## config.mk

```make
export PLATFORM = sky130hd
export DESIGN_NAME = voq_islip_sched
export DESIGN_NICKNAME = d
export VERILOG_FILES = /design/src/rtl/voq_islip_sched.sv
export SDC_FILE = /design/constraint.sdc
export NUM_CORES = 1
export LEC_CHECK = 0
export ABC_CLOCK_PERIOD_IN_PS = 4200
export CORE_ASPECT_RATIO = 0.6
export CORE_MARGIN = 4
export CORE_UTILIZATION = 40
export CTS_BUF_LIST = sky130_fd_sc_hd__clkbuf_4 sky130_fd_sc_hd__clkbuf_8
export CTS_CLUSTER_SIZE = 30
export DETAILED_ROUTE_END_ITERATION = 16
export PLACE_DENSITY = 0.72
export SYNTH_ARGS = -nofsm -noshare
export SYNTH_HDL_FRONTEND = slang
export SYNTH_SLANG_ARGS = --single-unit
```

## constraint.sdc

```tcl
create_clock -name clk -period 4.2 [get_ports clk]
set_clock_uncertainty 0.1 [all_clocks]
set_input_delay 0.42 -clock clk [delete_from_list [all_inputs] [get_ports clk]]
set_output_delay 0.42 -clock clk [all_outputs]
set_load 0.1 [all_outputs]
```

## src/rtl/voq_islip_sched.sv

```systemverilog
// Single-iteration packet-mode iSLIP scheduler: matches VOQ inputs to outputs.
// A matched pair stays locked until the tail word is popped.
`ifndef PORT_NUB_TOTAL
`define PORT_NUB_TOTAL 4
`endif

module voq_islip_sched #(
  parameter int PORT_NUB  = `PORT_NUB_TOTAL,
  parameter int WIDTH_SEL = $clog2(PORT_NUB)
) (
  input  logic                          clk,
  input  logic                          rst,
  input  logic [PORT_NUB*PORT_NUB-1:0]  empty_in,
  input  logic [PORT_NUB-1:0]           eop_in,
  input  logic [PORT_NUB-1:0]           full_in,
  output logic [PORT_NUB-1:0]           rd_out,
  output logic [PORT_NUB*WIDTH_SEL-1:0] rd_sel,
  output logic [PORT_NUB*WIDTH_SEL-1:0] mux_sel,
  output logic [PORT_NUB-1:0]           wr_out,
  output logic [PORT_NUB-1:0]           busy_out
);

  typedef enum logic {ST_IDLE = 1'b0, ST_LOCK = 1'b1} st_t;

  st_t                  st_q    [PORT_NUB];
  st_t                  st_d    [PORT_NUB];
  logic [WIDTH_SEL-1:0] lk_q    [PORT_NUB];
  logic [WIDTH_SEL-1:0] lk_d    [PORT_NUB];
  logic [WIDTH_SEL-1:0] gptr_q  [PORT_NUB];
  logic [WIDTH_SEL-1:0] gptr_d  [PORT_NUB];
  logic [WIDTH_SEL-1:0] aptr_q  [PORT_NUB];
  logic [WIDTH_SEL-1:0] aptr_d  [PORT_NUB];
  logic [PORT_NUB-1:0]  in_busy_q;
  logic [PORT_NUB-1:0]  in_busy_d;

  // Matrices indexed [output][input].
  logic [PORT_NUB-1:0]  emp [PORT_NUB];
  logic [PORT_NUB-1:0]  req [PORT_NUB];
  logic [PORT_NUB-1:0]  gnt [PORT_NUB];
  logic [PORT_NUB-1:0]  acc [PORT_NUB];
  logic [PORT_NUB-1:0]  in_acc;
  logic [PORT_NUB-1:0]  rd_o;

  function automatic logic [WIDTH_SEL-1:0] wrap_add(input logic [WIDTH_SEL-1:0] a, input int b);
    int s;
    s = int'(a) + b;
    if (s >= PORT_NUB) s = s - PORT_NUB;
    return s[WIDTH_SEL-1:0];
  endfunction

  always_comb begin
    for (int o = 0; o < PORT_NUB; o++) begin
      for (int i = 0; i < PORT_NUB; i++) begin
        emp[o][i] = empty_in[o*PORT_NUB+i];
        req[o][i] = !in_busy_q[i] && !empty_in[o*PORT_NUB+i];
      end
    end
  end

  // Grant: first requester at or after gptr, only from a free, non-full output.
  always_comb begin
    for (int o = 0; o < PORT_NUB; o++) begin
      gnt[o] = '0;
      if (st_q[o] == ST_IDLE && !full_in[o]) begin
        for (int k = 0; k < PORT_NUB; k++) begin
          if (gnt[o] == '0 && req[o][wrap_add(gptr_q[o], k)])
            gnt[o][wrap_add(gptr_q[o], k)] = 1'b1;
        end
      end
    end
  end

  always_comb begin
    in_acc = '0;
    for (int o = 0; o < PORT_NUB; o++) acc[o] = '0;
    for (int i = 0; i < PORT_NUB; i++) begin
      for (int k = 0; k < PORT_NUB; k++) begin
        if (!in_acc[i] && gnt[wrap_add(aptr_q[i], k)][i]) begin
          acc[wrap_add(aptr_q[i], k)][i] = 1'b1;
          in_acc[i] = 1'b1;
        end
      end
    end
  end

  // rd_out is a pop strobe: the VOQ named by rd_sel pops its head at the next
  // clk edge; the popped word leaves RAM one cycle later, qualified by wr_out.
  always_comb begin
    rd_out = '0;
    rd_sel = '0;
    rd_o   = '0;
    for (int o = 0; o < PORT_NUB; o++) begin
      if (st_q[o] == ST_LOCK) begin
        rd_o[o] = !emp[o][lk_q[o]] && !full_in[o];
        for (int i = 0; i < PORT_NUB; i++) begin
          if (lk_q[o] == WIDTH_SEL'(i)) begin
            rd_out[i] = rd_o[o];
            rd_sel[i*WIDTH_SEL +: WIDTH_SEL] = WIDTH_SEL'(o);
          end
        end
      end
    end
  end

  always_comb begin
    for (int o = 0; o < PORT_NUB; o++) begin
      st_d[o]   = st_q[o];
      lk_d[o]   = lk_q[o];
      gptr_d[o] = gptr_q[o];
      aptr_d[o] = aptr_q[o];
    end
    in_busy_d = in_busy_q;
    for (int o = 0; o < PORT_NUB; o++) begin
      if (st_q[o] == ST_LOCK) begin
        if (rd_o[o] && eop_in[lk_q[o]]) begin
          st_d[o] = ST_IDLE;
          in_busy_d[lk_q[o]] = 1'b0;
        end
      end else begin
        for (int i = 0; i < PORT_NUB; i++) begin
          if (acc[o][i]) begin
            st_d[o]      = ST_LOCK;
            lk_d[o]      = WIDTH_SEL'(i);
            gptr_d[o]    = wrap_add(WIDTH_SEL'(i), 1);
            aptr_d[i]    = wrap_add(WIDTH_SEL'(o), 1);
            in_busy_d[i] = 1'b1;
          end
        end
      end
    end
  end

  always_ff @(posedge clk or posedge rst) begin
    if (rst) begin
      for (int o = 0; o < PORT_NUB; o++) begin
        st_q[o]   <= ST_IDLE;
        lk_q[o]   <= '0;
        gptr_q[o] <= '0;
        aptr_q[o] <= '0;
      end
      in_busy_q <= '0;
      wr_out    <= '0;
      mux_sel   <= '0;
    end else begin
      for (int o = 0; o < PORT_NUB; o++) begin
        st_q[o]   <= st_d[o];
        lk_q[o]   <= lk_d[o];
        gptr_q[o] <= gptr_d[o];
        aptr_q[o] <= aptr_d[o];
        if (st_q[o] == ST_LOCK) mux_sel[o*WIDTH_SEL +: WIDTH_SEL] <= lk_q[o];
      end
      in_busy_q <= in_busy_d;
      wr_out    <= rd_o;
    end
  end

  // busy_out is the per-output FSM state bit.
  always_comb begin
    for (int o = 0; o < PORT_NUB; o++) busy_out[o] = (st_q[o] == ST_LOCK);
  end

endmodule

```

### Yosys cells after proc, flatten, opt, wreduce, memory -nomap -nowiden

Index checks and enable logic that the tools add are counted.

| storage, ports and cells | value |
|---|---|
| word-level logic and storage cells | 912 |
| bits of input ports | 26 |
| register bits | 44 |
| output and inout bits | 28 |

| operators by class | value |
|---|---|
| reductions and logical operators | 152 |
| magnitude comparators | 136 |
| bitwise gates (word level) | 71 |
| multiplexer cells | 463 |
| eq/ne operators | 12 |
| $add $sub $neg | 56 |

Operator list:

| cell | number |
|---|---|
| two-way mux 2 bit | 164 |
| two-way mux 16 bit | 16 |
| bitwise OR 16 bit | 15 |
| two-way mux 4 bit | 56 |
| greater-or-equal comparator 3 bit, second input constant | 56 |
| two-way mux 1 bit | 132 |
| binary-select mux 4 bit (select 2 bit) | 16 |
| demux 4 bit (select 2 bit) | 16 |
| < comparator 2 x 3 -> 1 bit, second input constant | 36 |
| inverter 2 -> 3 bit | 32 |
| logical AND 1 bit | 88 |
| subtractor 2 x 1 -> 2 bit, second input constant | 32 |
| adder 2 x 2 -> 3 bit, second input constant | 16 |
| binary-select mux 1 bit (select 2 bit) | 24 |
| zero test 4 bit | 12 |
| < comparator 3 x 1 -> 1 bit, second input constant | 16 |
| two-way mux 8 bit | 6 |
| bitwise OR 4 bit | 12 |
| demux 1 bit (select 2 bit) | 20 |
| greater-or-equal comparator 2 x 1 -> 1 bit, second input constant | 20 |
| zero test 1 bit | 40 |
| two-way mux 3 bit | 12 |
| adder 2 x 1 -> 3 bit, second input constant | 8 |
| greater-or-equal comparator 2 x 3 -> 1 bit, second input constant | 8 |
| 9 further kinds | 37 |

### Depth between registers and ports, before layout

| depth | value |
|---|---|
| word-level depth | 101 |
| depth in mapped cells | 16 |
| gate-level depth less buffers | 14 |

### Worst setup path before layout

OpenSTA, ideal clock, no wires.

| path | value |
|---|---|
| kind | register to register |
| start | reg gptr_q[2] (netlist name) |
| end | reg lk_q[4] (netlist name) |
| arrival time | 4.045 ns |
| buffers on the path | 1 |
| setup slack | -0.071 ns |
| stages on the path, launching flop included | 15 |
| required time | 3.974 ns |
| setup time | 0.126 ns |
| period minus slack after synthesis | 4.271 ns |
| path through | dfrtp_1 -> buf_2 -> inv_1 -> ha_1 -> mux4_2 -> o21ai_0 -> o2111a_1 -> or4_4 -> o32a_1 -> mux4_2 -> a21boi_1 -> o221ai_2 -> nand2b_1 -> and2_1 -> a221o_1 |

| between the ends | value |
|---|---|
| cells in the longest elaborated chain, start to end | 62 |
| elaborated cells between the ends (all ways) | 192 |
| classes of those cells | 7 x add/sub; 12 x order compare; 119 x mux; 18 x bitwise; 36 x reduce/logical |

Ends and longest elaborated chain:

| item | line | text |
|---|---|---|
| start: declaration | 29 | `logic [WIDTH_SEL-1:0] gptr_q [PORT_NUB];` |
| start signal: indexed assignment | 148 | `gptr_q[o] <= gptr_d[o];` |
| greater-or-equal comparator 2 x 3 -> 1 bit or subtractor 2 x 1 -> 2 bit (tied branches) | 47 | `if (s >= PORT_NUB) s = s - PORT_NUB;` |
| two-way mux 2 bit | 47 |  |
| two-way mux 2 bit | 66 | `if (gnt[o] == '0 && req[o][wrap_add(gptr_q[o], k)])` |
| two-way mux 2 bit | 64 | `if (st_q[o] == ST_IDLE && !full_in[o]) begin` |
| < comparator 2 x 3 -> 1 bit (implied by the code) or greater-or-equal comparator 2 x 1 -> 1 bit (tied branches) | 67 | `gnt[o][wrap_add(gptr_q[o], k)] = 1'b1;` |
| logical AND 1 bit (implied by the code) | 67 |  |
| two-way mux 1 bit (implied by the code) | 67 |  |
| demux 1 bit (select 2 bit) | 67 |  |
| [44 not listed] | - |  |
| two-way mux 16 bit | 78 | `if (!in_acc[i] && gnt[wrap_add(aptr_q[i], k)][i]) begin` |
| bitwise OR 16 bit (no source line) | - |  |
| two-way mux 16 bit | 78 |  |
| bitwise OR 16 bit (no source line) | - |  |
| two-way mux 16 bit | 78 |  |
| bitwise OR 16 bit (no source line) | - |  |
| two-way mux 16 bit * | 78 |  |
| two-way mux 2 bit (3 in series) | 121 | `if (acc[o][i]) begin` |
| end signal: indexed assignment | 147 | `lk_q[o] <= lk_d[o];` |
| end: declaration | 27 | `logic [WIDTH_SEL-1:0] lk_q [PORT_NUB];` |

Mark *: on every way between the ends. The rest lies on a longest branch, timed or not. The select of a mux whose other input is x is not followed.
A chain may end at the register's enable or synchronous reset.

==> flow_summary.json <==
{
  "synth-main-ff-cell": "dfrtp_1",
  "cp.required_ns": 4.34,
  "viasPerCell": 6.47,
  "clkSinkCount": 44,
  "io-pin-count": 54,
  "fmaxAchievable_ghz": 0.223,
  "layout_common_cells": "236 x buf_4, 66 x nor2_1, 57 x nand2_1, 54 x ha_1, 44 x inv_1",
  "cts_tree": "yes",
  "rsz0062_at_grt": "yes",
  "grt_pass1_vias": 7824,
  "worstMarginPinSlew_ns": 1.03,
  "crit_family": "compound AO/OA/AOI/OAI gates",
  "hpwl_mm": 20.7,
  "hp-class": "reg2reg",
  "synthesis.nets": 886,
  "slowest_stage": "or4b_4",
  "drive_above_1_share_pct": 48.0,
  "drtIter0Drc": 1253,
  "final_max_slew_viol_count": 0,
  "cpPeakStageDelay_ns": 0.58,
  "drc_errors": 0,
  "cts_buffers": 5,
  "relSlewSlack_pct": 31.5,
  "gp_congestion": 1.02,
  "status": "finished, violations left",
  "synth_area_sq_um": 6810,
  "place_area_sq_um": 9100,
  "cp_cell_sequence": "clkdlybuf4s50_1 > or4b_4 > a21boi_4 > a22oi_4 > o211ai_1 > o211a_4 > a211oi_4 > nand2_1 > or4_4 > nand3_2 > buf_4 > a221oi_4 > buf_4 > o22a_1 > a221oi_2",
  "area_growth_pct": 58.5,
  "drv_cap": 0,
  "critical_path_class": "in2reg",
  "die_w_um": 176,
  "synth_cell_type_count": 99,
  "synth-edff-count": 0,
  "dieArea_sq_um": 19300,
  "grt_first_pass_wirelength_mm": 43.6,
  "holdWs_ns": 0.429,
  "fin_crit_sh_pct": 107,
  "clk_path_buf_depth": 2,
  "via_count": 8579,
  "post_drt_wl_per_cell_um": 22.3,
  "grt_use_total_pct": 28.5,
  "cp_max_fo": 5,
  "syn_avg_cell_area_sq_um": 8.48,
  "design_area_sq_um": 10800,
  "rows": 36,
  "clock_latency_ns": 0.34,
  "yosys_warnings": 0,
  "drtAntennaViolNets": 0,
  "setup_viol": 32,
  "postSynthCellCount": 803,
  "routed_wirelength_mm": 29.6,
  "clockRootBuffer": "clkbuf_8",
  "io_buffers": 53,
  "diodes": 0,
  "die_h_um": 109,
  "fin_cells": 1326,
  "grt_max_degree": 45,
  "htreeDepth": 2,
  "clk_pin_slew_ns": 0.09,
  "fin_ws_ns": -0.277,
  "ys_seq_area_share_pct": 16.2,
  "ys_ff_latch": 44,
  "worst-path-buf-inv": 3,
  "critPathCaptureType": "flop",
  "tns_ns": -4.80,
  "antenna_found_initial": 0,
  "dr.pass1.iters": 7,
  "cp.arrival_ns": 4.62,
  "overflow": 0,
  "core_sq_um": 16400,
  "finalCriticalPeriod_ns": 4.48,
  "placed_cells": 1267,
  "start_util_pct": 41.4,
  "crit_top_cell": "buf_4",
  "hold_violations": 0,
  "finalNetCount": 1180,
  "async_reset_ff_share_pct": 100,
  "worst_setup_path_start_kind": "input port",
  "violations": "setup timing",
  "layout_commonest_cell": "buf_4"
}
## state kept, by name, indices dropped and copies added, names as in the netlist
register,cells
aptr_q,8
gptr_q,8
lk_q,8
mux_sel,8
busy_out,4
in_busy_q,4
wr_out,4
## final cells by class
| cell class | instances | area [sq um] |
|---|---|---|
| flip-flops and latches | 44 | 1110 |
| multi-input cells | 681 | 6480 |
| inverters | 48 | 180 |
| well taps | 228 | 285 |
| repair buffers | 317 | 2640 |
| clock buffers | 6 | 82.6 |
| clock inverters | 2 | 15.0 |
| fillers | 1235 | 5640 |
## synthesized netlist by cell type, types with 7 or more instances
cell / count / share of area, %
a211oi_1: 11 / 1.2
a21o_1: 11 / 1.2
a21oi_1: 32 / 2.4
a31oi_1: 19 / 1.7
and2_1: 14 / 1.3
and3_1: 9 / 0.83
and4_1: 9 / 1.2
buf_2: 7 / 0.51
clkbuf_1: 19 / 1.0
dfrtp_1: 44 / 16
ha_1: 57 / 10
inv_1: 46 / 2.5
mux2_2: 9 / 1.5
mux2i_1: 9 / 1.3
mux4_2: 29 / 9.6
nand2_1: 63 / 3.5
nand2b_1: 9 / 0.83
nand3_1: 19 / 1.4
nand4_1: 15 / 1.4
nor2_1: 74 / 4.1
nor3_1: 17 / 1.2
nor4_1: 16 / 1.5
o211a_1: 9 / 1.3
o211ai_1: 19 / 2.1
o21ai_0: 29 / 2.1
o22ai_1: 10 / 0.92
o31ai_1: 10 / 1.1
or2_1: 10 / 0.92
or2_2: 11 / 1.0
## per-stage QoR
step | utilization [%] | worst slack [ns]
after floorplan | - | 0.00839
after global placement | 55.3 | -0.526
after detailed placement | 55.3 | -0.533
after CTS | 61.2 | -0.0539
after global routing | 65.7 | -0.322
final | 65.7 | -0.277
## worst reg2reg max path, stage by stage, from the launching register on
cell,delay [ns]
dfrtp_2,0.49
buf_12,0.17
or4b_4,0.51
a21boi_4,0.19
a22oi_4,0.27
o211ai_1,0.23
o211a_4,0.34
a211oi_4,0.50
nand2_1,0.16
or4_4,0.47
nand3_2,0.15
buf_4,0.14
a221oi_4,0.08
buf_4,0.16
o22a_1,0.20
a221oi_2,0.23
## metal layers
| metal | global-route usage (%) | wire length, um | vias up |
|---|---|---|---|
| li1 | - | - | 3781 |
| met1 | 42.1 | 12900 | 4155 |
| met2 | 40.5 | 12400 | 562 |
| met3 | 9.04 | 3610 | 81 |
| met4 | 5.63 | 738 | 0 |
| met5 | 3.13 | 0 | - |
## timing repair
action                     CTS  global route
cloned                       2             0
setup endpoints to repair   32            32
hold buffers                 0             0
pin swaps                   74            53
gates resized for setup    141           110
setup buffers               22            33
## worst paths after layout
kind	start	endpoint	slack (ns)	depth (start not counted)
min reg2reg	mux_sel[1]	mux_sel[1]	0.43	1
min in group asynchronous	rst	mux_sel[7]	0.54	2
max	empty_in[9]	aptr_q[0]	-0.28	15
max reg2reg	in_busy_q[1]	aptr_q[0]	-0.26	15
min	mux_sel[1]	mux_sel[1]	0.43	1
max in group asynchronous	rst	in_busy_q[3]	2.75	2
## logic make-up after synthesis
logic type | after synthesis | synth area share [%]
AOI/OAI and AO/OA | 276 | 32.7
adders and majority gates | 57 | 10.5
buffers and inverters | 79 | 4.81
DFF | 44 | 16.2
muxes | 47 | 12.4
and+or+nand+nor | 300 | 23.4
Power is left out: the tool's default activity adds up to more than one toggle a clock period on the data nets, which glitch-free logic cannot reach.
